$ cat config.mk
export PLATFORM = sky130hd
export DESIGN_NAME = usb_in_tx_sched_flat
export DESIGN_NICKNAME = d
export VERILOG_FILES = /design/src/rtl/usb_in_tx_sched_if.sv /design/src/rtl/usb_in_tx_sched.sv /design/src/flat_wrapper.sv
export SDC_FILE = /design/constraint.sdc
export NUM_CORES = 1
export LEC_CHECK = 0
export ABC_AREA = 1
export BUFFER_PORTS_ARGS = -buffer_cell sky130_fd_sc_hd__buf_2
export CAP_MARGIN = 20
export CORE_MARGIN = 4
export CORE_UTILIZATION = 40
export DETAILED_ROUTE_END_ITERATION = 8
export GPL_ROUTABILITY_DRIVEN = 0
export PLACE_DENSITY = 0.76
export SYNTH_ARGS = -nofsm -noshare
export SYNTH_HDL_FRONTEND = slang
export SYNTH_SLANG_ARGS = --single-unit
export TNS_END_PERCENT = 20
$ cat constraint.sdc
create_clock -name clk -period 3.2 [get_ports clk]
set_input_delay 0.32 -clock clk [delete_from_list [all_inputs] [get_ports clk]]
set_output_delay 0.32 -clock clk [all_outputs]
set_load 0.02 [all_outputs]
$ cat src/rtl/usb_in_tx_sched_if.sv
// Host transmit channel shared by the IN scheduler and the packet serializer.
// The scheduler is the master; the serializer applies backpressure via tx_ready.
interface usb_in_tx_sched_if;
  logic        tx_valid;
  logic [3:0]  tx_pid;
  logic [7:0]  tx_data;
  logic [15:0] tx_len;
  logic        tx_last;
  logic        tx_ready;

  modport master (output tx_valid, tx_pid, tx_data, tx_len, tx_last, input tx_ready);
  modport slave  (input tx_valid, tx_pid, tx_data, tx_len, tx_last, output tx_ready);
endinterface

$ cat src/rtl/usb_in_tx_sched.sv
// IN transaction scheduler: answers IN tokens with DATA0/DATA1, NAK or STALL
// and tracks each endpoint's data toggle through the host ACK.
module usb_in_tx_sched #(
  parameter int NUM_EP      = 4,
  parameter int MAX_PKT     = 8,
  parameter int ACK_TIMEOUT = 16
) (
  input  logic                  clk,
  input  logic                  rst_n,
  input  logic [6:0]            dev_addr,
  input  logic                  tok_valid,
  input  logic [3:0]            tok_pid,
  input  logic [6:0]            tok_addr,
  input  logic [3:0]            tok_ep,
  input  logic [NUM_EP-1:0]     ep_stall,
  input  logic [4*NUM_EP-1:0]   ep_level,
  input  logic [8*NUM_EP-1:0]   ep_rd_data,
  output logic [NUM_EP-1:0]     ep_rd_en,
  input  logic [NUM_EP-1:0]     toggle_clr,
  usb_in_tx_sched_if.master     tx,
  output logic                  busy,
  output logic [2:0]            dbg_state,
  output logic [NUM_EP-1:0]     dbg_toggle
);

  localparam int EW   = (NUM_EP > 1) ? $clog2(NUM_EP) : 1;
  localparam int LW   = $clog2(MAX_PKT + 1);
  localparam int CMAX = (MAX_PKT > ACK_TIMEOUT) ? MAX_PKT : ACK_TIMEOUT;
  localparam int CW   = $clog2(CMAX + 1);

  localparam logic [3:0] PID_IN    = 4'h9;
  localparam logic [3:0] PID_ACK   = 4'h2;
  localparam logic [3:0] PID_NAK   = 4'hA;
  localparam logic [3:0] PID_STALL = 4'hE;
  localparam logic [3:0] PID_DATA0 = 4'h3;
  localparam logic [3:0] PID_DATA1 = 4'hB;

  typedef enum logic [2:0] {
    IDLE     = 3'd0,
    HDR      = 3'd1,
    DATA     = 3'd2,
    WAIT_ACK = 3'd3,
    HSK      = 3'd4
  } state_e;

  state_e            state_q, state_d;
  logic [EW-1:0]     ep_q, ep_d;
  logic [LW-1:0]     len_q, len_d;
  logic [CW-1:0]     cnt_q, cnt_d;
  logic [3:0]        pid_q, pid_d;
  logic [NUM_EP-1:0] toggle_q, toggle_d;

  logic [EW-1:0] tok_idx;
  logic [3:0]    tok_lvl;
  logic [LW-1:0] tok_len;
  logic          tok_tog;
  logic          accept;
  logic          data_last;

  always_comb begin
    state_d   = state_q;
    ep_d      = ep_q;
    len_d     = len_q;
    cnt_d     = cnt_q;
    pid_d     = pid_q;
    toggle_d  = toggle_q;
    ep_rd_en  = '0;
    tx.tx_valid = 1'b0;
    tx.tx_pid   = 4'h0;
    tx.tx_data  = 8'h00;
    tx.tx_len   = 16'h0000;
    tx.tx_last  = 1'b0;

    tok_idx   = EW'(tok_ep);
    tok_lvl   = ep_level[4*int'(tok_idx) +: 4];
    tok_len   = (32'(tok_lvl) > MAX_PKT) ? LW'(MAX_PKT) : LW'(tok_lvl);
    // A clear landing on the accept cycle must already apply to this packet.
    tok_tog   = toggle_q[tok_idx] & ~toggle_clr[tok_idx];
    accept    = tok_valid && (tok_pid == PID_IN) && (tok_addr == dev_addr)
                && (32'(tok_ep) < NUM_EP);
    data_last = (32'(cnt_q) + 1) == 32'(len_q);

    unique case (state_q)
      IDLE: begin
        if (accept) begin
          ep_d  = tok_idx;
          len_d = tok_len;
          cnt_d = '0;
          if (ep_stall[tok_idx]) begin
            pid_d   = PID_STALL;
            state_d = HSK;
          end else if ((tok_len == '0) && (tok_idx != '0)) begin
            pid_d   = PID_NAK;
            state_d = HSK;
          end else begin
            pid_d   = tok_tog ? PID_DATA1 : PID_DATA0;
            state_d = HDR;
          end
        end
      end
      HDR: begin
        tx.tx_valid = 1'b1;
        tx.tx_pid   = pid_q;
        tx.tx_len   = 16'(len_q);
        tx.tx_last  = (len_q == '0);
        if (tx.tx_ready) begin
          cnt_d   = '0;
          state_d = (len_q == '0) ? WAIT_ACK : DATA;
        end
      end
      DATA: begin
        tx.tx_valid = 1'b1;
        tx.tx_pid   = pid_q;
        tx.tx_data  = ep_rd_data[8*int'(ep_q) +: 8];
        tx.tx_len   = 16'(len_q);
        tx.tx_last  = data_last;
        if (tx.tx_ready) begin
          ep_rd_en[ep_q] = 1'b1;
          if (data_last) begin
            cnt_d   = '0;
            state_d = WAIT_ACK;
          end else begin
            cnt_d = cnt_q + CW'(1);
          end
        end
      end
      WAIT_ACK: begin
        // Any token ends the wait; only an ACK advances the toggle.
        if (tok_valid) begin
          if (tok_pid == PID_ACK) toggle_d[ep_q] = ~toggle_q[ep_q];
          state_d = IDLE;
        end else if (32'(cnt_q) == ACK_TIMEOUT - 1) begin
          state_d = IDLE;
        end else begin
          cnt_d = cnt_q + CW'(1);
        end
      end
      HSK: begin
        tx.tx_valid = 1'b1;
        tx.tx_pid   = pid_q;
        tx.tx_last  = 1'b1;
        if (tx.tx_ready) state_d = IDLE;
      end
      default: state_d = IDLE;
    endcase

    toggle_d = toggle_d & ~toggle_clr;
  end

  always_ff @(posedge clk) begin
    if (!rst_n) begin
      state_q  <= IDLE;
      ep_q     <= '0;
      len_q    <= '0;
      cnt_q    <= '0;
      pid_q    <= 4'h0;
      toggle_q <= '0;
    end else begin
      state_q  <= state_d;
      ep_q     <= ep_d;
      len_q    <= len_d;
      cnt_q    <= cnt_d;
      pid_q    <= pid_d;
      toggle_q <= toggle_d;
    end
  end

  assign busy       = (state_q != IDLE);
  assign dbg_state  = state_q;
  assign dbg_toggle = toggle_q;

endmodule
$ cat src/flat_wrapper.sv
// flat-port wrapper written by rule: the top's interface ports become plain ports
module usb_in_tx_sched_flat 
#(
  parameter int NUM_EP      = 4,
  parameter int MAX_PKT     = 8,
  parameter int ACK_TIMEOUT = 16
)
  (clk, rst_n, dev_addr, tok_valid, tok_pid, tok_addr, tok_ep, ep_stall, ep_level, ep_rd_data, ep_rd_en, toggle_clr, busy, dbg_state, dbg_toggle, tx_tx_valid, tx_tx_pid, tx_tx_data, tx_tx_len, tx_tx_last, tx_tx_ready);
  usb_in_tx_sched_if tx_i ();
  input  logic clk;
  input  logic rst_n;
  input  logic [6:0] dev_addr;
  input  logic tok_valid;
  input  logic [3:0] tok_pid;
  input  logic [6:0] tok_addr;
  input  logic [3:0] tok_ep;
  input  logic [NUM_EP-1:0] ep_stall;
  input  logic [4*NUM_EP-1:0] ep_level;
  input  logic [8*NUM_EP-1:0] ep_rd_data;
  output logic [NUM_EP-1:0] ep_rd_en;
  input  logic [NUM_EP-1:0] toggle_clr;
  output logic busy;
  output logic [2:0] dbg_state;
  output logic [NUM_EP-1:0] dbg_toggle;
  output wire logic [$bits(tx_i.tx_valid)-1:0] tx_tx_valid;
  output wire logic [$bits(tx_i.tx_pid)-1:0] tx_tx_pid;
  output wire logic [$bits(tx_i.tx_data)-1:0] tx_tx_data;
  output wire logic [$bits(tx_i.tx_len)-1:0] tx_tx_len;
  output wire logic [$bits(tx_i.tx_last)-1:0] tx_tx_last;
  input wire logic [$bits(tx_i.tx_ready)-1:0] tx_tx_ready;
  assign tx_tx_valid = tx_i.tx_valid;
  assign tx_tx_pid = tx_i.tx_pid;
  assign tx_tx_data = tx_i.tx_data;
  assign tx_tx_len = tx_i.tx_len;
  assign tx_tx_last = tx_i.tx_last;
  assign tx_i.tx_ready = tx_tx_ready;
  usb_in_tx_sched #(.NUM_EP(NUM_EP), .MAX_PKT(MAX_PKT), .ACK_TIMEOUT(ACK_TIMEOUT)) u_core (.clk(clk), .rst_n(rst_n), .dev_addr(dev_addr), .tok_valid(tok_valid), .tok_pid(tok_pid), .tok_addr(tok_addr), .tok_ep(tok_ep), .ep_stall(ep_stall), .ep_level(ep_level), .ep_rd_data(ep_rd_data), .ep_rd_en(ep_rd_en), .toggle_clr(toggle_clr), .tx(tx_i), .busy(busy), .dbg_state(dbg_state), .dbg_toggle(dbg_toggle));
endmodule
==> flow_summary.ini <==
[status]
status = finished clean

[synthesis]
yosys_warnings = 0
seq_area_frac_synth = 0.227
ys_top_cells_by_count = nand2_1, nor2_1, inv_1
ys.flop_type = dfxtp_1
synthTopCellsByArea = dfxtp_1, nand2_1, nand3_1, nor2_1, a22oi_1
synth_cell_types = 29
synth_area_per_cell_um2 = 5.94
synth_most_common_cell = nand2_1
async_reset_ff_frac = 0
syn_area_mm2 = 0.00194
synthCells = 326
synth_edf_count = 0
yosysTopAreaCell = dfxtp_1
yosys.area.top_type_share = 0.227
ys_ff_latch = 22

[grt]
grtUsageTotal = 0.196
grt_max_degree = 16
antenna_found_initial = 0
grt_pass1_vias = 2342
grt_pass1_wl_um = 10000
globalRouteOverflowTotal = 0

[power_and_ir_drop]
power_density_mw_per_mm2 = 547
swShare = 0.514
clock_power_share = 0.147
irDropWorstVdd_uv = 339
intPower_mw = 0.675
p_total_mw = 1.39
pwr-share-seq = 0.254
p_sw_mw = 0.714
leakagePower_nw = 1.37
p_comb_frac = 0.599

[timing]
whs_ps = 324
fin_crit_sh = 0.741
slew_viol_final = 0
finalHoldViolCount = 0
fin_skew_ps = 6.68
fmax_mhz = 422
period_minus_slack_ps = 2370
final-setup-viol-count = 0
final.setup.tns_ps = 0
rsz0062_at_grt = false
worst_slack_ps = 829

[clock_network]
post_cts_buffers = 0
cts.clk_slew.worst_paths_ps = 80
numCtsBuffers = 3
clockBufferDepth = 2
clockRootBuffer = clkbuf_8
clkLatencyLatePin_ps = 270
cts_max_level = 1
clock_sinks = 22
cts.hold.buffers_added = 0
cts_tree = yes
cts_resized = 0

[floorplanning]
core_area_mm2 = 0.00469
die_x_um = 77.6
die_h_um = 77.6
rows = 25
dieArea_mm2 = 0.00602
start_util = 0.413
num_io_pins = 124

[finish]
seq_area_um2 = 440
multi_input_area_mm2 = 0.00125
area_delta_synth_final_pct = 31.1
drive_above_1_share = 0.320
nNetsFinal = 519
fillers = 471
diodes = 0

[worst_setup_path]
cp-start-kind = flip-flop
worstPathMaxFanout = 8
cp-end-kind = output pin
cp.arrival_ps = 2050
crit_type = reg -> out
required_ps = 2880

[detailed_routing]
via_per_inst = 4.99
ant_nets = 0
drt_iter0_markers = 123
vias = 2437
totalWireLength_um = 5870
drc = 0
first_pass_iters = 4
wl_per_cell_um = 12.0

[place]
place_ws_ps = 1130
portBuffers = 111
place_hpwl_um = 4910

[flow_run]
cap_violations = 0

[hold_path]
min_path_type = in -> reg
## worst max-delay path, cell delays in order (launching register included)
cell and delay [ps]:
dfxtp_1 400, ha_1 250, nand2_1 100, nor2_1 50, ha_1 300, nand2_1 60, nor2_1 80, nand3_1 70
nor2_1 90, nand2_1 80, o21ai_1 110, buf_2 180
## power groups by stage
| stage | Sequential, mW | Combinational [mW] | Clock [mW] |
|---|---|---|---|
| 2_1_floorplan | 0.369 | 0.568 | 0 |
| 3_5_place_dp | 0.361 | 0.827 | 0 |
| 3_3_place_gp | 0.359 | 0.821 | 0 |
| 4_1_cts | 0.353 | 0.829 | 0.208 |
| 6_report | 0.353 | 0.832 | 0.204 |
| 5_1_grt | 0.361 | 0.932 | 0.220 |
## registers in the layout, summed over array words and instances (netlist names)
name / flops
u_core.cnt_q: 5
u_core.dbg_toggle: 4
u_core.len_q: 4
u_core.pid_q: 4
u_core.dbg_state: 3
u_core.ep_q: 2
## worst paths after layout
path	end	startpoint	slack (ps)	cells past startpoint
setup / recovery	tx_tx_last	u_core.cnt_q[0]	830	11
setup reg to reg	u_core.cnt_q[0]	u_core.cnt_q[0]	1220	13
hold reg to reg	u_core.pid_q[0]	u_core.pid_q[0]	470	2
hold / removal	u_core.dbg_toggle[2]	toggle_clr[2]	320	4
## cell usage in the layout, fill, tap and decap left out, types with 4 or more instances in the layout
cell / instances
dfxtp_1: 22
a22oi_1: 18
buf_2: 111
inv_1: 31
conb_1: 12
clkbuf_8: 4
nand2_1: 77
inv_2: 12
xnor2_1: 7
nand3_1: 29
o211ai_1: 5
a21oi_1: 23
o21ai_1: 12
nor3_1: 8
nor2_1: 38
## cell families (layout without fill, tap and decap cells)
family	after synthesis	in the layout	share of synthesized area
other cells	1	12	0.00194
buf+inv	63	160	0.148
flops	22	22	0.227
fa+ha+maj	2	2	0.0129
compound gates	67	67	0.212
simple gates	163	163	0.362
xor+xnor	8	8	0.0362
## cell type report
class                      count  share of cell area
multi-input combinational    252               0.493
timing repair buffer         111               0.219
sequential                    22               0.173
inverter                      45              0.0665
tap                           54              0.0266
clock buffer                   4              0.0217
## metal layers
metal / routed length, um / global-route usage / vias up / share of wire
met3: 474 / 0.0348 / 11 / 0.081
li1: - / - / 1266 / -
met2: 2770 / 0.353 / 103 / 0.47
met1: 2520 / 0.233 / 1057 / 0.43
met5: 0 / 0 / - / 0
met4: 106 / 0.0605 / 0 / 0.018
## stage by stage
stage           util  std cells  cell area [um^2]
2_1_floorplan      -        337              1980
3_3_place_gp   0.529        484              2480
3_5_place_dp   0.529        484              2480
4_1_cts        0.541        488              2540
5_1_grt        0.541        488              2540
6_report       0.541        488              2540
(Power assumes the default switching activity.)
